===== config.mk =====
export PLATFORM = sky130hd
export DESIGN_NAME = wishbone_arbiter
export DESIGN_NICKNAME = d
export VERILOG_FILES = /design/src/rtl/wishbone_arb_pkg.sv /design/src/rtl/wishbone_arbiter_rr.sv /design/src/rtl/wishbone_arbiter.sv
export SDC_FILE = /design/constraint.sdc
export NUM_CORES = 1
export LEC_CHECK = 0
export CAP_MARGIN = 30
export CORE_UTILIZATION = 46
export CTS_BUF_LIST = sky130_fd_sc_hd__clkbuf_8
export DETAILED_ROUTE_END_ITERATION = 8
export GPL_TIMING_DRIVEN = 0
export HOLD_SLACK_MARGIN = 0.08
export PLACE_DENSITY = 0.83
export SYNTH_ARGS = -nofsm -noshare
export SYNTH_HDL_FRONTEND = slang
export SYNTH_SLANG_ARGS = --single-unit
export TNS_END_PERCENT = 10

===== constraint.sdc =====
create_clock -name clk -period 3.13 [get_ports clk]
set_input_delay 0.626 -clock clk [delete_from_list [all_inputs] [get_ports clk]]
set_output_delay 0.626 -clock clk [all_outputs]
set_load 0.05 [all_outputs]

===== src/rtl/wishbone_arb_pkg.sv =====
// wishbone_arb_pkg: shared FSM state type and default timeout for wishbone_arbiter
package wishbone_arb_pkg;
  typedef enum logic [1:0] {IDLE, ISSUE, WAIT, RESP} arb_state_t;
  localparam int DEFAULT_TIMEOUT_CYCLES = 255;
endpackage


===== src/rtl/wishbone_arbiter_rr.sv =====
// rr_arbiter: two-way round-robin grant; req[1:0] pending requests, last_grant = client served last, grant = winning index
module rr_arbiter (
  input  logic [1:0] req,
  input  logic       last_grant,
  output logic       grant
);
  always_comb grant = req[~last_grant] ? ~last_grant : last_grant;
endmodule


===== src/rtl/wishbone_arbiter.sv =====
// wishbone_arbiter: two-client round-robin front end for a wishbone_master; clients on req_*/rsp_*, master user side on m_*
module wishbone_arbiter
  import wishbone_arb_pkg::*;
#(
  parameter int NUM_CLIENTS    = 2,
  parameter int TIMEOUT_CYCLES = DEFAULT_TIMEOUT_CYCLES
) (
  input  logic                     clk,
  input  logic                     rst,
  input  logic [NUM_CLIENTS-1:0]   req_valid,
  input  logic [NUM_CLIENTS-1:0]   req_we,
  input  logic [8*NUM_CLIENTS-1:0] req_addr,
  input  logic [8*NUM_CLIENTS-1:0] req_wdata,
  output logic [NUM_CLIENTS-1:0]   req_ready,
  output logic [NUM_CLIENTS-1:0]   rsp_valid,
  output logic [7:0]               rsp_rdata,
  output logic                     rsp_err,
  output logic                     m_burst_active,
  output logic                     m_write_en,
  output logic                     m_read_en,
  output logic [7:0]               m_write_addr,
  output logic [7:0]               m_write_data,
  output logic [7:0]               m_read_addr,
  input  logic                     m_write_ready,
  input  logic                     m_read_ready,
  input  logic [7:0]               m_read_data
);
  arb_state_t state, state_n;
  logic        last_grant, grant_c, grant_q, we_q, err_q;
  logic [7:0]  addr_q, wdata_q, rdata_q;
  logic [15:0] cnt, cnt_inc;
  logic        match, timeout, accept;
  rr_arbiter u_rr (.req(req_valid), .last_grant(last_grant), .grant(grant_c));
  assign cnt_inc = cnt + 16'd1;
  assign match   = we_q ? m_write_ready : m_read_ready;
  assign timeout = cnt_inc == 16'(TIMEOUT_CYCLES);
  // req_ready is combinational, so it is masked while rst holds the FSM in IDLE
  assign accept  = state == IDLE && |req_valid && !rst;
  assign m_burst_active = state == ISSUE || state == WAIT;
  assign m_write_en     = state == ISSUE && we_q;
  assign m_read_en      = state == ISSUE && !we_q;
  assign m_write_addr   = addr_q;
  assign m_read_addr    = addr_q;
  assign m_write_data   = wdata_q;
  assign rsp_rdata      = rdata_q;
  assign rsp_err        = err_q;
  always_ff @(posedge clk or posedge rst)
    if (rst) state <= IDLE;
    else state <= state_n;
  always_comb begin
    state_n   = state;
    req_ready = '0;
    rsp_valid = '0;
    case (state)
      IDLE:  if (accept) begin
        state_n = ISSUE;
        req_ready[grant_c] = 1'b1;
      end
      ISSUE: state_n = WAIT;
      WAIT:  state_n = match || timeout ? RESP : WAIT;
      RESP:  begin
        state_n = IDLE;
        rsp_valid[grant_q] = 1'b1;
      end
      default: state_n = IDLE;
    endcase
  end
  always_ff @(posedge clk or posedge rst)
    if (rst) begin
      last_grant <= 1'b1;
      grant_q    <= 1'b0;
      we_q       <= 1'b0;
      addr_q     <= '0;
      wdata_q    <= '0;
      rdata_q    <= '0;
      err_q      <= 1'b0;
      cnt        <= '0;
    end else begin
      if (accept) begin
        grant_q <= grant_c;
        we_q    <= req_we[grant_c];
        addr_q  <= req_addr[{grant_c, 3'b000} +: 8];
        wdata_q <= req_wdata[{grant_c, 3'b000} +: 8];
      end
      if (state == WAIT) begin
        cnt <= cnt_inc;
        // a matching ready beats a simultaneous timeout
        if (match) {rdata_q, err_q} <= {we_q ? 8'h00 : m_read_data, 1'b0};
        else if (timeout) {rdata_q, err_q} <= {8'h00, 1'b1};
      end
      if (state == RESP) begin
        last_grant <= grant_q;
        cnt        <= '0;
      end
    end
endmodule

# == Yosys cells after proc, flatten, opt, wreduce, memory -nomap -nowiden ==
# Cells that the tools add are included.
# classes
n_addsub,1
n_lt_le_gt_ge,5
n_eq_ne,5
shifts,2
muxes,23
n_bitwise,1
n_reduce_logical,15
# ops
cell,count
16-bit two-way mux,2
16-bit by 5-bit variable part select with 8-bit output,2
8-bit two-way mux,3
"16-bit by 1-bit adder with 16-bit output, second input constant",1
"16-bit by 8-bit == test with 1-bit output, second input constant",1
1-bit two-way mux,11
2-bit two-way mux,4
2-bit case mux with 4 select lines,1
1-bit logical AND,6
"1-bit by 2-bit less-than comparator with 1-bit output, second input constant",3
"2-bit == test, second input constant",2
2-bit nonzero test,2
1-bit demux with 1-bit select,2
"2-bit by 1-bit == test with 1-bit output, second input constant",1
"1-bit greater-or-equal comparator, second input constant",2
1-bit logical NOT,2
2-bit logical NOT,1
1-bit logical OR,2
"2-bit != test, second input constant",1
2-bit AND reduction,1
2-bit OR reduction,1
1-bit NOT,1
# word_totals
regBits,46
output_inout_bits,40
wordCells,61

# == Longest topological paths before layout ==
# Gate-level depths: netlist of the first run.
# depth
ltp_word,10
depth_mapped,8

# == Hierarchy ==
# A second synthesis of the first run with hierarchy kept.
# hier_totals
hier_cells,254
hier_area_um2,2469.9
# modules_own_cells
mod,n_inst,cells_per_inst,area_each_um2,seq_area_each_um2
wishbone_arbiter,1,252,2456.1,1152.4
rr_arbiter,1,2,13.8,0.0

# == Least setup slack after synthesis of the first run ==
# OpenSTA, ideal clock, no wires.
# synth_path
path_kind,input port to output port
from,in rst
to,out req_ready[0]
t_arrival_ns,2.843
t_required_ns,2.504
slack_ns,-0.339
path_stages,4
path_buffers,1
cell_sequence,inv_1 > o211ai_1 > clkbuf_1 > nor2b_1
# synth_between
elab_chain_len,4
# synth_rtl
item,line,source
start: declaration,wishbone_arbiter.sv:9,"input logic rst,"
1-bit logical NOT (no line),--,
1-bit logical AND,wishbone_arbiter.sv:38,assign accept = state == IDLE && |req_valid && !rst;
2-bit two-way mux,wishbone_arbiter.sv:55,IDLE: if (accept) begin
2-bit two-way mux,wishbone_arbiter.sv:54,case (state)
end: declaration,wishbone_arbiter.sv:14,"output logic [NUM_CLIENTS-1:0] req_ready,"
# No other way between the ends.

# == Final worst setup path of the first run ==
# layout_path
from,in req_valid[1]
to,out req_ready[1]
# layout_between
elab_chain_len,9
elab_cells_between_ends,13
classes_between,order compare: 2; mux: 7; reduce/logical: 4
# layout_rtl
item,line,source
start: declaration,wishbone_arbiter.sv:10,"input logic [NUM_CLIENTS-1:0] req_valid,"
1-bit two-way mux (implied by the code) (2 in a row),wishbone_arbiter_rr.sv:7,always_comb grant = req[~last_grant] ? ~last_grant : last_grant;
1-bit two-way mux,wishbone_arbiter_rr.sv:7,
1-bit by 2-bit less-than comparator with 1-bit output (implied by the code) / 1-bit greater-or-equal comparator (equally long branches),wishbone_arbiter.sv:57,req_ready[grant_c] = 1'b1;
1-bit logical AND (implied by the code),wishbone_arbiter.sv:57,
1-bit two-way mux (implied by the code),wishbone_arbiter.sv:57,
1-bit demux with 1-bit select,wishbone_arbiter.sv:57,
2-bit two-way mux *,wishbone_arbiter.sv:55,
2-bit two-way mux *,wishbone_arbiter.sv:54,
# Mark *: on every way between the ends. The rest lies on a longest branch, timed or not. The select of a mux whose other input is x is not followed.

==> results of run 1 <==
## final timing paths
| check | cells after the start | start | slack (ns) | endpoint |
|---|---|---|---|---|
| min in group asynchronous | 3 | rst | 0.74 | m_write_data[7]$_DFFE_PP0P_ |
| setup reg to reg | 6 | state[0]$_DFFE_PP0P_ | 1.02 | cnt[11]$_DFFE_PP0P_ |
| hold / removal | 1 | rsp_rdata[0]$_DFFE_PP0P_ | 0.49 | rsp_rdata[0]$_DFFE_PP0P_ |
| setup / recovery | 6 | req_valid[1] | 0.16 | req_ready[1] |
| hold reg to reg | 1 | rsp_rdata[0]$_DFFE_PP0P_ | 0.49 | rsp_rdata[0]$_DFFE_PP0P_ |
| max in group asynchronous | 4 | rst | 1.96 | rsp_rdata[0]$_DFFE_PP0P_ |
## power by group
group          leakage (nW)  internal (mW)  switching, mW  total, mW
sequential            0.594          0.796          0.151      0.947
combinational         0.868          0.744           1.24       1.98
clock                0.0524          0.175          0.201      0.376
total                  1.51           1.72           1.59       3.31
## routing by layer
metal	global-route usage	routed length, um
met1	0.268	2380
met2	0.388	2820
met3	0.0776	439
met4	0.0734	78
met5	0	0
## layout by cell type, fill, tap and decap left out, types with 2 or more instances in the layout
cell and count:
clkbuf_1 5, xor2_1 7, dfrtp_1 45, clkdlybuf4s50_1 85, and2_1 3, clkbuf_8 6
buf_4 11, nor2b_1 4, mux2i_1 17, o21ai_0 23, ha_1 6, nand4_1 5
nand3_1 6, nor3_1 4, xnor2_1 9, a32o_1 8, buf_6 2, buf_1 2
nor2_1 19, or3_1 2, nand2_1 26, a21oi_1 3, o31ai_1 2, clkbuf_4 2
inv_1 7, a31oi_1 2
## cell families (layout without fill, tap and decap cells)
kind of cell | Yosys count | in the layout | share of synthesized area
adders and majority gates | 6 | 6 | 0.0307
xor gates and xnor gates | 16 | 16 | 0.0574
buffers and inverters | 29 | 126 | 0.0676
DFF | 46 | 46 | 0.472
muxes | 18 | 18 | 0.0743
and+or+nand+nor | 75 | 75 | 0.156
AOI/OAI and AO/OA | 47 | 47 | 0.142
## registers in the layout, indices dropped and copies added, names as in the netlist
signal and cells:
m_read_addr 8, grant_q 1, m_write_data 8, last_grant 1, we_q 1, state 2
cnt 16, rsp_rdata 8, rsp_err 1
## critical path, delay by kind of cell
| family | cells | cell delay, ns |
|---|---|---|
| simple gates | 1 | 0.14 |
| buf+inv | 4 | 1.49 |
| compound gates | 1 | 0.08 |
## final cells by class
class	count	area, um^2
buffer	22	144
clock buffer	6	82.6
clock inverter	2	8.76
fill	400	1580
inverter	7	30.0
multi-input combinational	162	1120
sequential	46	1150
tap	70	87.6
timing repair buffer	89	898
## Yosys cell counts (5+ instances only)
cell and number:
xor2_1 7, nor2_1 19, xnor2_1 9, mux2i_1 17, nand4_1 5, o21ai_0 23, dfrtp_1 45, inv_1 7
nand2_1 26, clkbuf_1 5, buf_4 10, nand3_1 6, a32o_1 8, ha_1 6
## stage by stage
stage               instance area [um^2]  utilization  cells  power [mW]  TNS (ns)
floorplan                           2450            -    237        2.31         0
finish                              3530        0.691    404        3.31         0
detailed placement                  3420        0.671    395        2.95    -0.958
global placement                    3400        0.667    394        2.91     -5.38
global route                        3530        0.691    404        3.49         0
CTS                                 3520        0.690    404        3.33         0
## timing repair
item                       4_1_cts  5_1_grt
gates resized for setup          4        2
setup endpoints to repair        2        1
pin swaps                        0        0
buffers inserted                 1        0
==> results.py, run 1 <==
metrics = {
    "run_status": {
        "outcome": "complete, no violations",
    },
    "placement": {
        "numPortBuffers": 87,
        "dp_hpwl_mm": 4.23,
        "gp_congestion": 0.811,
        "dp_slack_ns": -0.494,
    },
    "floorplan": {
        "ioPinCount": 88,
        "die_w_um": 74.9,
        "core_area_um2": 5110,
        "initial_utilization": 0.478,
        "fp.dieH_um": 74.9,
        "rows": 26,
        "die_area_um2": 5600,
    },
    "synth": {
        "syn_area_per_cell_um2": 10.3,
        "syn_area_um2": 2440,
        "synth_area_leaders": "dfrtp_1 46%, mux2i_1 7.0%, o21ai_0 4.7%",
        "yosysTopAreaCell": "dfrtp_1",
        "ys.flop_type": "dfrtp_1",
        "async_flop_share": 1.00,
        "ys_warn_count": 0,
        "yosysUniqueCellTypes": 42,
        "synthCells": 237,
        "synth-seq-area-share": 0.472,
        "syn_nets": 291,
        "synth_edf_count": 0,
        "synth_seq_cells": 46,
        "yosysTopAreaCellShare": 0.461,
    },
    "power": {
        "vdd_drop_max_v": 0.000712,
        "p_leak_nw": 1.51,
        "power_density_nw_per_um2": 938,
    },
    "setup_path": {
        "crit_chain": "clkdlybuf4s50_1, o21ai_0, clkbuf_4, clkbuf_4, nor2_1, dlygate4sd2_1",
        "cp_common_cell": "clkbuf_4",
        "crit_required_ns": 2.50,
        "critical_path_class": "in2out",
        "cp_slowest_cell": "dlygate4sd2_1",
        "start_kind": "input pin",
        "arrival_ns": 2.34,
        "crit_path_max_fanout": 10,
        "cpPeakStageDelay_ns": 0.56,
        "critical_path.endpoint_type": "output port",
    },
    "timing": {
        "hold_viol": 0,
        "slew_viol_final": 0,
        "worst_slack_ns": 0.161,
        "max_freq_mhz": 337,
        "period_needed_ns": 2.97,
        "finalCritPeriodShare": 0.948,
        "finalClockSkew_ns": 0.0121,
        "setup-violations-final": 0,
        "rsz0062_at_grt": "false",
        "slew_headroom": 0.640,
        "worst_slew_pin_slew_ns": 0.538,
        "fin_hold_ws_ns": 0.494,
    },
    "clock_network": {
        "ctsHoldBuffers": 0,
        "cts_buffer_depth": 2,
        "cts.sink_count": 46,
        "numCtsBuffers": 5,
        "tritoncts": "done",
        "clock_latency_ns": 0.31,
        "clkTransAtPathRegs_ns": 0.08,
        "root_buffer": "clkbuf_8",
        "htree_levels": 2,
    },
    "detailed_routing": {
        "routedWlPerCell_um": 14.2,
        "drtIter0Drc": 60,
        "drtPass1Iterations": 4,
        "postRouteAntennaNets": 0,
        "drc_errors": 0,
        "vias_per_cell": 5.11,
        "vias": 2066,
        "drt-total-wl_mm": 5.72,
    },
    "cells_and_area": {
        "drive_gt1_frac": 0.111,
        "synthToLayoutAreaGrowth_pct": 44.5,
        "nets": 387,
        "diodes": 0,
    },
    "job": {
        "maxCapViolCount": 0,
    },
    "global_route": {
        "grt-ovfl-total": 0,
        "grt_pass1_vias": 2075,
        "track_usage": 0.227,
        "grt_pass1_wl_mm": 9.42,
        "antenna_found_initial": 0,
        "grt_max_degree": 30,
    },
    "min_path": {
        "hold_path_class": "reg2reg",
    },
}
Power figures use the tool's default switching activity.
==> run 2: changes to the inputs <==
SLEW_MARGIN = 20   (was not set)
==> results of run 2 <==
Final layout, timing and power as in run 1 (identical DEF).
